File: config.mk
export PLATFORM = sky130hd
export DESIGN_NAME = pipe_stage_reg
export DESIGN_NICKNAME = d
export VERILOG_FILES = /design/src/rtl/pipe_stage_reg.sv
export SDC_FILE = /design/constraint.sdc
export NUM_CORES = 1
export LEC_CHECK = 0
export CAP_MARGIN = 20
export CORE_MARGIN = 5
export CORE_UTILIZATION = 35
export DETAILED_ROUTE_END_ITERATION = 7
export GPL_TIMING_DRIVEN = 0
export SYNTH_ARGS = -nofsm -noshare
export SYNTH_HDL_FRONTEND = slang
export SYNTH_SLANG_ARGS = --single-unit
File: constraint.sdc
create_clock -name clk_PR -period 31.6 [get_ports clk_PR]
set_clock_uncertainty 0.1 [all_clocks]
set_input_delay 4.74 -clock clk_PR [delete_from_list [all_inputs] [get_ports clk_PR]]
set_output_delay 4.74 -clock clk_PR [all_outputs]
set_load 0.1 [all_outputs]
File: src/rtl/pipe_stage_reg.sv
// pipe_stage_reg: elastic pipeline register carrying a control field and a data field
// behind a valid/ready handshake.
//
// SKID=1 adds a second (skid) entry so in_ready_PR comes straight from a flop. SKID=0 keeps
// a single entry with a combinational in_ready_PR.
//
// Ports:
//   clk_PR        clock; all state updates on the rising edge
//   rst_PR        asynchronous active-high reset
//   flush_PR      synchronous kill of held entries and of the same-cycle input
//   in_valid_PR   upstream has an entry
//   in_ready_PR   stage can accept an entry
//   in_ctrl_PR    upstream control field
//   in_data_PR    upstream data field
//   out_valid_PR  head entry valid
//   out_ready_PR  downstream consumes the head entry
//   out_ctrl_PR   head control; all zeros whenever out_valid_PR=0
//   out_data_PR   head data; holds its last value when invalid
//   stall_cnt_PR  saturating count of cycles with out_valid_PR=1 and out_ready_PR=0
module pipe_stage_reg #(
    parameter int unsigned CTRL_W = 16,
    parameter int unsigned DATA_W = 128,
    parameter int unsigned SKID   = 1,
    parameter int unsigned CNT_W  = 16
) (
    input  logic              clk_PR,
    input  logic              rst_PR,
    input  logic              flush_PR,
    input  logic              in_valid_PR,
    output logic              in_ready_PR,
    input  logic [CTRL_W-1:0] in_ctrl_PR,
    input  logic [DATA_W-1:0] in_data_PR,
    output logic              out_valid_PR,
    input  logic              out_ready_PR,
    output logic [CTRL_W-1:0] out_ctrl_PR,
    output logic [DATA_W-1:0] out_data_PR,
    output logic [CNT_W-1:0]  stall_cnt_PR
);

    typedef enum logic [1:0] {
        StEmpty,
        StOne,
        StFull
    } state_e;

    state_e              state_q, state_d;
    logic [CTRL_W-1:0]   main_ctrl_q, main_ctrl_d;
    logic [DATA_W-1:0]   main_data_q, main_data_d;
    logic [CTRL_W-1:0]   skid_ctrl_q, skid_ctrl_d;
    logic [DATA_W-1:0]   skid_data_q, skid_data_d;
    logic                in_ready_q, in_ready_d;
    logic [CNT_W-1:0]    stall_cnt_q, stall_cnt_d;
    logic                accept, drain;

    always_comb begin
        out_valid_PR = (state_q != StEmpty);
        in_ready_PR  = (SKID != 0) ? in_ready_q : (!out_valid_PR || out_ready_PR);
        accept       = in_valid_PR && in_ready_PR;
        drain        = out_valid_PR && out_ready_PR;
        out_ctrl_PR  = out_valid_PR ? main_ctrl_q : '0;
        out_data_PR  = main_data_q;
        stall_cnt_PR = stall_cnt_q;
    end

    always_comb begin
        state_d     = state_q;
        main_ctrl_d = main_ctrl_q;
        main_data_d = main_data_q;
        skid_ctrl_d = skid_ctrl_q;
        skid_data_d = skid_data_q;
        stall_cnt_d = stall_cnt_q;

        unique case (state_q)
            StEmpty: begin
                if (accept) begin
                    state_d     = StOne;
                    main_ctrl_d = in_ctrl_PR;
                    main_data_d = in_data_PR;
                end
            end
            StOne: begin
                if (accept && drain) begin
                    main_ctrl_d = in_ctrl_PR;
                    main_data_d = in_data_PR;
                end else if (accept) begin
                    // Only reachable with SKID=1: with SKID=0 in_ready_PR is low here.
                    state_d     = StFull;
                    skid_ctrl_d = in_ctrl_PR;
                    skid_data_d = in_data_PR;
                end else if (drain) begin
                    state_d     = StEmpty;
                    main_ctrl_d = '0;
                end
            end
            StFull: begin
                if (drain) begin
                    state_d     = StOne;
                    main_ctrl_d = skid_ctrl_q;
                    main_data_d = skid_data_q;
                    skid_ctrl_d = '0;
                end
            end
            default: begin
                state_d = StEmpty;
            end
        endcase

        // Flush discards everything, including a same-cycle accept; data is left alone.
        if (flush_PR) begin
            state_d     = StEmpty;
            main_ctrl_d = '0;
            skid_ctrl_d = '0;
        end

        // Registered ready looks at the next state so it never depends on out_ready_PR.
        in_ready_d = (state_d != StFull);

        if (out_valid_PR && !out_ready_PR && (stall_cnt_q != {CNT_W{1'b1}})) begin
            stall_cnt_d = stall_cnt_q + CNT_W'(1);
        end
    end

    always_ff @(posedge clk_PR or posedge rst_PR) begin
        if (rst_PR) begin
            state_q     <= StEmpty;
            main_ctrl_q <= '0;
            main_data_q <= '0;
            skid_ctrl_q <= '0;
            skid_data_q <= '0;
            in_ready_q  <= 1'b1;
            stall_cnt_q <= '0;
        end else begin
            state_q     <= state_d;
            main_ctrl_q <= main_ctrl_d;
            main_data_q <= main_data_d;
            skid_ctrl_q <= skid_ctrl_d;
            skid_data_q <= skid_data_d;
            in_ready_q  <= in_ready_d;
            stall_cnt_q <= stall_cnt_d;
        end
    end

endmodule

==> impl_metrics.tcl <==
set metrics [dict create \
    outcome "completed" \
    arrival_ns 3.32 \
    synth-edff-count 0 \
    ff_latch_area_mm2 0.007684 \
    start_kind "register" \
    critPathMaxStageDelay_ns 0.99 \
    p_leak_uw 0.007574 \
    async_flop_share 1.000 \
    cts_buffers 37 \
    finalNonFillerCells 1816 \
    grt_setup_unrepaired "no" \
    synth-main-ff-cell "dfrtp_1" \
    area_growth_syn_to_layout_pct 36.48 \
    grtUsageTotal 0.1595 \
    timing.hold.ws_ns 0.3727 \
    dr_total_vias 8725 \
    synth_area_mm2 0.01361 \
    min_to "main_ctrl_q[13]" \
    critical_path_class "reg -> out" \
    synth_seq_cells 307 \
    avgRoutedWirePerCell_um 18.98 \
    timing.setup.tns_ns 0 \
    min_path_type "reg -> reg" \
    fin_area_mm2 0.01858 \
    endpoint_kind "output pin" \
    fmax_mhz 122.5 \
    grt_pass1_vias 9505 \
    via_per_inst 4.805 \
    worstMarginPinSlew_ns 1.075 \
    initial_core_util 0.3530 \
    coreArea_mm2 0.03856 \
    clockBufferDepth 3 \
    yosysWarnings 0 \
    cts_root_buffer "clkbuf_16" \
    fp.dieH_um 207.2 \
    syn_nets 1075 \
    synthCells 921 \
    timing.rr.start "state_q[0]" \
    hold_viol 0 \
    fillers 3541 \
    maxCapViolations 0 \
    regToRegSetupSlack_ns 28.88 \
    ctsResizeCount 0 \
    slew_violations 0 \
    cts_tree "built" \
    place.gp.congestion 0.7455 \
    synthDistinctLibCells 52 \
    vdd_drop_max_mv 0.07357 \
    grt_pass1_wl_mm 55.79 \
    holdPathStages 2 \
    period_needed_ns 8.161 \
    cts_hold_buf 0 \
    multi_input_area_mm2 0.005525 \
    die_area_mm2 0.04293 \
    timing.rr.end "out_data_PR[76]" \
    drc 0 \
    slew_headroom 0.2809 \
    io_buffers 310 \
    drt_pass1_iterations 4 \
    htree_num_levels 2 \
    hold_path_startpoint "main_ctrl_q[13]" \
    dp_cells 1751 \
    ys_seq_area_frac 0.5645 \
    num_rows 72 \
    clkLatencyLatePin_ns 0.52 \
    reg2reg_depth 7 \
    avgSynthCellArea_um2 14.78 \
    dpl_cell_area_mm2 0.01743 \
    required_ns 26.76 \
    ios 311 \
    clk_pin_slew_ns 0.06 \
    powerDensity_mw_per_mm2 99.75 \
    crit_fanout 10 \
    drt-initial-drc-count 337 \
    setup_viol 0 \
    ant_nets 0 \
    die_w_um 207.2 \
    antenna_found_initial 4 \
    nets 1426 \
    crit_chain "inv_1 -> ha_1 -> buf_1 -> clkbuf_1 -> nor2b_1 -> clkdlybuf4s50_1" \
    drt-total-wl_mm 34.47 \
    period_share 0.2583 \
    grt_max_degree 124 \
    drive_gt1_frac 0.3768 \
    cts.sinks 307 \
    hpwl_mm 24.41 \
    slowest_stage "clkdlybuf4s50_1" \
    cts_setup_buffers 0 \
    grt-ovfl-total 0 \
]
-- per-layer routing --
layer | vias up | GRT usage | routed length [um]
li1 | 4048 | - | -
met1 | 4386 | 0.2093 | 15250
met2 | 237 | 0.2534 | 16020
met3 | 50 | 0.05749 | 2578
met4 | 4 | 0.03967 | 605
met5 | - | 0 | 16
-- per-stage QoR --
step	worst slack, ns	total power, uW	utilization
6_report	23.44	1853	0.4818
3_3_place_gp	13.81	1453	0.4503
4_1_cts	23.36	1878	0.4816
5_1_grt	23.22	1938	0.4818
2_1_floorplan	18.27	1243	-
3_5_place_dp	23.95	1463	0.4519
-- state kept, by name, summed over array words and instances, names as in the netlist --
name	count
state_q	2
out_data_PR	128
in_ready_PR	1
main_ctrl_q	16
stall_cnt_PR	16
skid_data_q	128
skid_ctrl_q	16
-- cells in the mapped netlist (2+ instances only) --
library cell | number | area share
mux2_2 | 385 | 0.32
dfrtp_1 | 306 | 0.56
nand2_1 | 24 | 0.0066
clkbuf_1 | 17 | 0.0047
nor2b_1 | 17 | 0.0078
a22o_1 | 16 | 0.010
a22oi_1 | 16 | 0.0088
o21ai_0 | 16 | 0.0059
xor2_1 | 13 | 0.0084
buf_6 | 12 | 0.0099
buf_4 | 11 | 0.0061
nand3_1 | 8 | 0.0029
buf_2 | 7 | 0.0026
nor3_1 | 7 | 0.0026
inv_1 | 6 | 0.0017
ha_1 | 5 | 0.0046
nor2_1 | 5 | 0.0014
a21oi_1 | 4 | 0.0015
clkbuf_8 | 4 | 0.0040
and3_1 | 3 | 0.0014
nor4_2 | 3 | 0.0028
a31oi_1 | 2 | 0.00092
nand2b_1 | 2 | 0.00092
nand4_1 | 2 | 0.00092
nor4_1 | 2 | 0.00092
nor4b_1 | 2 | 0.0013
-- worst max-delay path, delay by kind of cell, from the launching register on --
family / cells / cell delay [ns]
adder cells (fa/ha/maj): 1 / 0.25
buffers and inverters: 4 / 2.00
flip-flops: 1 / 0.42
AND/OR/NAND/NOR: 1 / 0.13
-- layout by cell type, fill, tap and decap left out, drive strengths merged, types with 8 or more instances in the layout --
cell           instances
a22oi                 16
nand3                  8
buf                   33
dfrtp                306
clkdlybuf4s50        310
nor2b                 17
xor2                  13
o21ai                 18
clkbuf                76
mux2                 385
nand2                 24
a22o                  16
-- layout make-up --
class | count | share of cell area
timing repair buffer | 312 | 0.1700
antenna | 3 | 0.0004041
buffer | 53 | 0.02047
sequential | 307 | 0.4136
clock buffer | 54 | 0.05772
clock inverter | 8 | 0.003906
multi-input combinational | 555 | 0.2974
inverter | 6 | 0.001616
tap | 518 | 0.03489
-- worst max-delay path by stage --
stage,end,slack (ns),from
finish,out_ctrl_PR[9],23.44,state_q[0]
global placement,out_data_PR[84],13.81,rst_PR
CTS,out_ctrl_PR[7],23.36,state_q[0]
detailed placement,out_ctrl_PR[10],23.95,state_q[0]
global route,out_ctrl_PR[8],23.22,state_q[0]
floorplan,main_ctrl_q[0],18.27,rst_PR
-- power by group --
group / switching (uW) / leakage [uW] / total (uW) / internal, uW
clock: 160 / 0.000565 / 403 / 243
sequential: 69.2 / 0.00369 / 598 / 528
combinational: 600 / 0.00332 / 853 / 253
-- kinds of logic (layout without fill, tap and decap cells) --
kind of cell / Yosys count / in the layout / synth area share
muxes: 385 / 385 / 0.3185
DFF: 307 / 307 / 0.5645
and+or+nand+nor: 86 / 86 / 0.03769
AOI/OAI and AO/OA: 65 / 65 / 0.03613
buffers and inverters: 59 / 433 / 0.02960
xor gates and xnor gates: 14 / 14 / 0.009008
adders and majority gates: 5 / 5 / 0.004596
other: 0 / 3 / 0
(Power assumes the default switching activity.)
